**config.mk**
```make
export PLATFORM = sky130hd
export DESIGN_NAME = uart_rx
export DESIGN_NICKNAME = d
export VERILOG_FILES = /design/src/rtl/uart_rx.sv
export SDC_FILE = /design/constraint.sdc
export NUM_CORES = 1
export LEC_CHECK = 0
export BUFFER_PORTS_ARGS = -buffer_cell sky130_fd_sc_hd__buf_2
export CORE_ASPECT_RATIO = 1.1
export CORE_MARGIN = 2
export CORE_UTILIZATION = 52
export CTS_BUF_LIST = sky130_fd_sc_hd__clkbuf_8
export DETAILED_ROUTE_END_ITERATION = 16
export PLACE_DENSITY = 0.69
export SYNTH_ARGS = -nofsm -noshare
export SYNTH_HDL_FRONTEND = slang
export SYNTH_SLANG_ARGS = --single-unit
```
**constraint.sdc**
```tcl
create_clock -name clk -period 2 [get_ports clk]
set_input_delay 0 -clock clk [delete_from_list [all_inputs] [get_ports clk]]
set_output_delay 0 -clock clk [all_outputs]
set_load 0.05 [all_outputs]
```
**src/rtl/uart_rx.sv**
```systemverilog
// UART receiver: 2-flop synchronized input, Prescale-times oversampling with a
// three-sample majority vote, optional even/odd parity and stop-bit checking.
module uart_rx #(
   parameter int Width    = 8,
   parameter int Prescale = 8
) (
   input  logic             clk,
   input  logic             rst,
   input  logic             Rx_in,
   input  logic             PAR_EN,
   input  logic             PAR_TYP,
   output logic [Width-1:0] P_data,
   output logic             Data_valid,
   output logic             Par_err,
   output logic             Stop_err,
   output logic             Busy
);

   localparam int CW = $clog2(Prescale);
   localparam int BW = (Width > 1) ? $clog2(Width) : 1;
   localparam logic [CW-1:0] OS_S0   = CW'(Prescale/2 - 1);
   localparam logic [CW-1:0] OS_S1   = CW'(Prescale/2);
   localparam logic [CW-1:0] OS_S2   = CW'(Prescale/2 + 1);
   localparam logic [CW-1:0] OS_LAST = CW'(Prescale - 1);
   localparam logic [BW-1:0] BIT_LAST = BW'(Width - 1);

   typedef enum logic [2:0] {IDLE, START, DATA, PARITY, STOP} state_t;

   state_t           state, nxt;
   logic             rx_q1, rx_s;
   logic [CW-1:0]    os_cnt;
   logic [BW-1:0]    bit_cnt;
   logic             s0, s1;
   logic [Width-1:0] shift;
   logic             par_bit, pen_l, ptyp_l;
   logic             tick, wrap, bit_val, par_bad, stop_tick;

   assign tick    = (os_cnt == OS_S2);
   assign wrap    = (os_cnt == OS_LAST);
   // third vote is the live sample taken at the tick itself
   assign bit_val = (s0 & s1) | (s0 & rx_s) | (s1 & rx_s);

   always_ff @(posedge clk) begin
      if (!rst) state <= IDLE;
      else      state <= nxt;
   end

   always_comb begin
      nxt       = state;
      Busy      = (state != IDLE);
      par_bad   = pen_l && (par_bit != (^shift ^ ptyp_l));
      stop_tick = (state == STOP) && tick;
      case (state)
         IDLE:    if (!rx_s) nxt = START;
         START:   if (tick && bit_val) nxt = IDLE;
                  else if (wrap)       nxt = DATA;
         DATA:    if (wrap && bit_cnt == BIT_LAST) nxt = pen_l ? PARITY : STOP;
         PARITY:  if (wrap) nxt = STOP;
         // leave at the stop sample so a back-to-back start edge is not missed
         STOP:    if (tick) nxt = IDLE;
         default: nxt = IDLE;
      endcase
   end

   always_ff @(posedge clk) begin
      if (!rst) begin
         rx_q1      <= 1'b1;
         rx_s       <= 1'b1;
         os_cnt     <= '0;
         bit_cnt    <= '0;
         s0         <= 1'b1;
         s1         <= 1'b1;
         shift      <= '0;
         par_bit    <= 1'b0;
         pen_l      <= 1'b0;
         ptyp_l     <= 1'b0;
         P_data     <= '0;
         Data_valid <= 1'b0;
         Par_err    <= 1'b0;
         Stop_err   <= 1'b0;
      end else begin
         rx_q1      <= Rx_in;
         rx_s       <= rx_q1;
         Data_valid <= 1'b0;
         Par_err    <= 1'b0;
         Stop_err   <= 1'b0;

         if (os_cnt == OS_S0) s0 <= rx_s;
         if (os_cnt == OS_S1) s1 <= rx_s;

         if (state == IDLE) begin
            if (!rx_s) begin
               os_cnt <= CW'(1);
               pen_l  <= PAR_EN;
               ptyp_l <= PAR_TYP;
            end else begin
               os_cnt <= '0;
            end
         end else begin
            os_cnt <= wrap ? '0 : os_cnt + CW'(1);
         end

         if (state == START && wrap) bit_cnt <= '0;
         if (state == DATA) begin
            if (tick) shift[bit_cnt] <= bit_val;
            if (wrap && bit_cnt != BIT_LAST) bit_cnt <= bit_cnt + BW'(1);
         end
         if (state == PARITY && tick) par_bit <= bit_val;

         if (stop_tick) begin
            Stop_err <= !bit_val;
            Par_err  <= par_bad;
            if (bit_val && !par_bad) begin
               P_data     <= shift;
               Data_valid <= 1'b1;
            end
         end
      end
   end

endmodule

```
### Word-level counts from Yosys, hierarchy flattened

Cells that the tools add are included.

* register bits: 35
* bits of input ports: 5
* output and inout bits: 12
* word-level logic and storage cells: 79

* $add $sub $neg: 2
* magnitude comparators: 2
* equality and inequality tests: 16
* mux-type cells: 18
* bitwise logic cells: 7
* reductions and logical operators: 19

Operators by type and width (count)
* $mux 3: 12
* $eq 3x3->1 const B: 5
* $pmux 3 s5: 1
* $eq 3x2->1 const B: 3
* $logic_and 1x1->1: 9
* $bwmux 8: 1
* $ne 2x2->1 const B: 4
* $reduce_and 2->1: 4
* $reduce_xor 8->1: 1
* $add 3x1->3 const B: 2
* $ne 3x3->1 const B: 2
* $reduce_and 5->1: 1
* $lt 3x4->1 const B: 1
* $and 1x1->1: 3
* $demux 1 s3: 1
* $eq 3x1->1 const B: 1
* $ge 3x1->1 const B: 1
* $logic_not 3->1: 1
* $mux 1: 3
* $reduce_bool 3->1: 1
* $logic_not 1->1: 2
* $or 1x1->1: 2
* $ne 1x1->1: 1
* $not 1->1: 1
* $xor 1x1->1: 1

### Longest topological paths before layout

* depth after elaboration: 7
* mapped depth: 7
* depth with buffers taken out: 7

### Worst setup path before layout

No wires, ideal clock.

* kind: reg2reg
* from: register state[0]
* to: register pen_l
* setup time: 0.128 ns
* arrival time: 1.597 ns
* required time: 1.872 ns
* path slack: 0.276 ns
* stages on the path, launching flop included: 7
* path buffers: 1
* period minus slack after synthesis: 1.724 ns
* path through: dfxtp_1 -> clkbuf_1 -> nor3_1 -> inv_1 -> nor2_1 -> mux2i_1 -> nor2_1

* word-level cells in the longest chain between the ends: 2

RTL lines
* start: declaration: RTL line 29 `state_t state, nxt;`
* start signal: assignment: RTL line 45 `else state <= nxt;`
* $logic_not 3->1: RTL line 91 `if (state == IDLE) begin`
* $reduce_and 2->1 (no source line)
* end signal: assignment: RTL line 75 `pen_l <= 1'b0;`
* end signal: assignment: RTL line 94 `pen_l <= PAR_EN;`
* end: declaration: RTL line 35 `logic par_bit, pen_l, ptyp_l;`

Every way passes these cells.
A chain may end at the register's enable or synchronous reset.

### Worst setup path after layout

* from: register shift[4]
* to: register P_data[2]

* word-level cells in the longest chain between the ends: 7

RTL lines
* start: declaration: RTL line 34 `logic [Width-1:0] shift;`
* start signal: indexed assignment: RTL line 105 `if (tick) shift[bit_cnt] <= bit_val;`
* $reduce_xor 8->1: RTL line 51 `par_bad = pen_l && (par_bit != (^shift ^ ptyp_l));`
* $xor 1x1->1: RTL line 51
* $ne 1x1->1: RTL line 51
* $logic_and 1x1->1: RTL line 51
* $logic_not 1->1: RTL line 113 `if (bit_val && !par_bad) begin`
* $logic_and 1x1->1: RTL line 113
* $reduce_and 2->1 (no source line)
* end signal: assignment: RTL line 114 `P_data <= shift;`
* end: declaration: RTL line 12 `output logic [Width-1:0] P_data,`

Every way passes these cells.

==> impl_metrics.tcl <==
set metrics [dict create \
    area_delta_synth_final_pct 15.8 \
    path_cells "xor2_1 -> xnor3_1 -> xnor2_1 -> a211oi_2 -> buf_4 -> mux2i_2" \
    timing.final.crit_period_ns 1.90 \
    die_w_um 57.4 \
    stdcell_count 232 \
    cp.arrival_ns 2.11 \
    dp.cells 220 \
    yosys_warnings 0 \
    die_y_um 62.8 \
    r2r-end "P_data[2]" \
    max_freq_mhz 526 \
    outcome "complete, no violations" \
    cpPeakStageDelay_ns 0.42 \
    n_antenna_cell 0 \
    setup_tns_ns 0 \
    port_buffers 16 \
    finalCritPeriodShare 0.950 \
    ant_nets 0 \
    maxSlewViolCount 0 \
    synthCells 176 \
    grt_pass1_vias 1235 \
    grtUsageTotal 0.199 \
    maxCapViolCount 0 \
    clock_skew_ns 0.00625 \
    hold_end "state[0]" \
    finalSetupViolCount 0 \
    crit_path_end_kind "register" \
    grt_pass1_wl_mm 5.51 \
    place_congestion 0.760 \
    num_vias 1249 \
    ir_drop_v 0.000704 \
    cp.required_ns 2.21 \
    synth_area_um2 1630 \
    startpoint "shift[4]" \
    antenna_found_initial 0 \
    wirelength_mm 3.21 \
    fp.coreArea_um2 3020 \
    dr.pass1.iters 4 \
    grt_overflow 0 \
    worstSkewPairLatency_ns 0.29 \
    yosysUniqueCellTypes 37 \
    grt_max_degree 24 \
    place_hpwl_mm 2.28 \
    cts_tree "yes" \
    final-hold-violation-count 0 \
    worstHoldStart "rst" \
    numCtsBuffers 5 \
    fill_cells 262 \
    worstReg2RegStart "shift[4]" \
    root_buffer "clkbuf_8" \
    relSlewSlack 0.715 \
    rr_worst_depth 6 \
    worst_pin_slew_ns 0.425 \
    hp-class "in2reg" \
    routed_via_density 5.38 \
    rsz0062_at_grt "false" \
    crit_path_start_kind "register" \
    finalPower_mw 1.78 \
    criticalPathCategory "reg2reg" \
    drt_iter0_drc 35 \
    synth.avg_cell_area_um2 9.27 \
    fin_nets 209 \
    drive_gt1_frac 0.172 \
    final_util 0.625 \
    worst_path_max_delay_cell "xnor3_1" \
    cts_max_path_buffers 2 \
    power_density_nw_per_um2 941 \
    hold_depth 3 \
    ys_seq_area_frac 0.429 \
    start_util 0.540 \
    synth_seq_cells 35 \
    p_leak_nw 0.793 \
    io_pins 17 \
    drt_drc_violations_left 0 \
    h-tree-depth 2 \
    syn-num-nets 188 \
    regToRegSetupSlack_ns 0.10 \
    die_area_um2 3600 \
    cts_sinks 35 \
    clkTransAtPathRegs_ns 0.07 \
    critPathMaxFanout 5 \
    wl_per_cell_um 13.8 \
    rows 21 \
]
[critical path: cells and delay by family (launching register included)]
kind,cells,cell delay [ns]
AO/OA/AOI/OAI,1,0.24
XOR/XNOR,3,0.76
buffers and inverters,1,0.21
flip-flops,1,0.38
multiplexers,1,0.22
[final cells by class]
cell class                      instances  area (um^2)  area share
Tap cell                               34         42.5      0.0225
Multi-Input combinational cell        126          865       0.458
Clock buffer                            6         82.6      0.0437
Timing Repair Buffer                   24          145      0.0768
Clock inverter                          2         35.0      0.0185
Inverter                                5         18.8     0.00993
Sequential cell                        35          701       0.371
[cell usage in the layout, fill, tap and decap left out, types with 2 or more instances in the layout]
cell	Yosys	routed
inv_1	4	4
nand3b_1	3	3
a22oi_1	3	3
mux2i_1	21	20
nor2b_1	3	3
buf_4	0	4
nand2_1	25	25
nand2b_1	3	3
xor2_1	2	2
nand3_1	4	4
nor2_1	23	23
nor3b_1	3	3
dlygate4sd3_1	0	3
nor3_1	4	4
ha_1	7	7
xnor2_1	5	5
buf_2	1	17
o21ai_0	3	3
clkbuf_8	1	6
dfxtp_1	35	35
[registers in the layout, indices dropped and copies added (netlist names)]
register / flops
pen_l: 1
par_bit: 1
os_cnt: 3
rx_s: 1
rx_q1: 1
Par_err: 1
P_data: 8
shift: 8
state: 3
ptyp_l: 1
s0: 1
Data_valid: 1
Stop_err: 1
s1: 1
bit_cnt: 3
[synthesized netlist by cell type]
cell,count,area (um^2)
nand3b_1,3,22.5
xor2_1,2,17.5
a21oi_1,1,5.00
xnor2_1,5,43.8
o22ai_1,1,6.26
and2_2,1,7.51
nand4bb_1,1,11.3
buf_6,1,11.3
nand4b_1,1,8.76
nor3b_1,3,22.5
ha_1,7,87.6
nand4_1,1,6.26
a211oi_1,2,15.0
and2_0,1,6.26
inv_1,4,15.0
buf_2,1,5.00
nor4b_2,1,15.0
nor4b_1,1,8.76
dfxtp_1,35,701
and3_1,1,6.26
clkinv_1,1,3.75
nor2b_1,3,18.8
mux2i_1,21,210
nor4_1,1,6.26
nor3_1,4,20.0
xnor3_1,1,22.5
a22oi_1,3,22.5
nor2_1,23,86.3
mux2_2,1,11.3
nand3_1,4,20.0
clkbuf_1,7,26.3
nand2_1,25,93.8
o21ai_0,3,15.0
clkbuf_8,1,13.8
maj3_1,1,10.0
o211a_1,1,10.0
nand2b_1,3,18.8
[layer usage]
layer | share of wire | track usage
met1 | 0.43 | 0.238
met2 | 0.49 | 0.313
met3 | 0.047 | 0.0683
met4 | 0.029 | 0.0988
met5 | 0 | 0
[through the flow]
| step | hold WS, ns | cell area [um^2] | setup slack (ns) |
|---|---|---|---|
| 6_report | 0.0821 | 1890 | 0.100 |
| 5_1_grt | 0.0929 | 1890 | 0.0119 |
| 4_1_cts | 0.0620 | 1880 | 0.0669 |
| 3_5_place_dp | 0.198 | 1730 | 0.107 |
| 3_3_place_gp | 0.180 | 1730 | 0.247 |
| 2_1_floorplan | 0.0730 | 1630 | 0.276 |
[where the power goes]
| group | total, mW | switching, mW | internal (mW) |
|---|---|---|---|
| clock | 0.652 | 0.249 | 0.403 |
| sequential | 0.803 | 0.0696 | 0.733 |
| combinational | 0.323 | 0.193 | 0.130 |
[worst max path at each step]
| stage | end | slack, ns | cells after the start |
|---|---|---|---|
| floorplan | pen_l | 0.28 | 6 |
| global placement | P_data[3] | 0.25 | 6 |
| detailed placement | P_data[2] | 0.11 | 6 |
| CTS | P_data[2] | 0.07 | 6 |
| global route | P_data[2] | 0.01 | 6 |
| finish | P_data[2] | 0.10 | 6 |
[repair_timing]
action / in CTS / in global routing
endpoints found under the hold margin: 3 / 0
hold buffers: 3 / 0
endpoints found under the setup margin: 0 / 3
buffers inserted: 0 / 0
resized for setup: 0 / 4
[logic make-up after synthesis]
| kind of cell | after synthesis | synth area share |
|---|---|---|
| AND/OR/NAND/NOR | 77 | 0.232 |
| flip-flops | 35 | 0.429 |
| AO/OA/AOI/OAI | 11 | 0.0452 |
| adder cells (fa/ha/maj) | 8 | 0.0598 |
| multiplexers | 22 | 0.136 |
| buffers and inverters | 15 | 0.0460 |
| XOR/XNOR | 8 | 0.0514 |
Note: power is estimated with default switching activity, not from simulation.
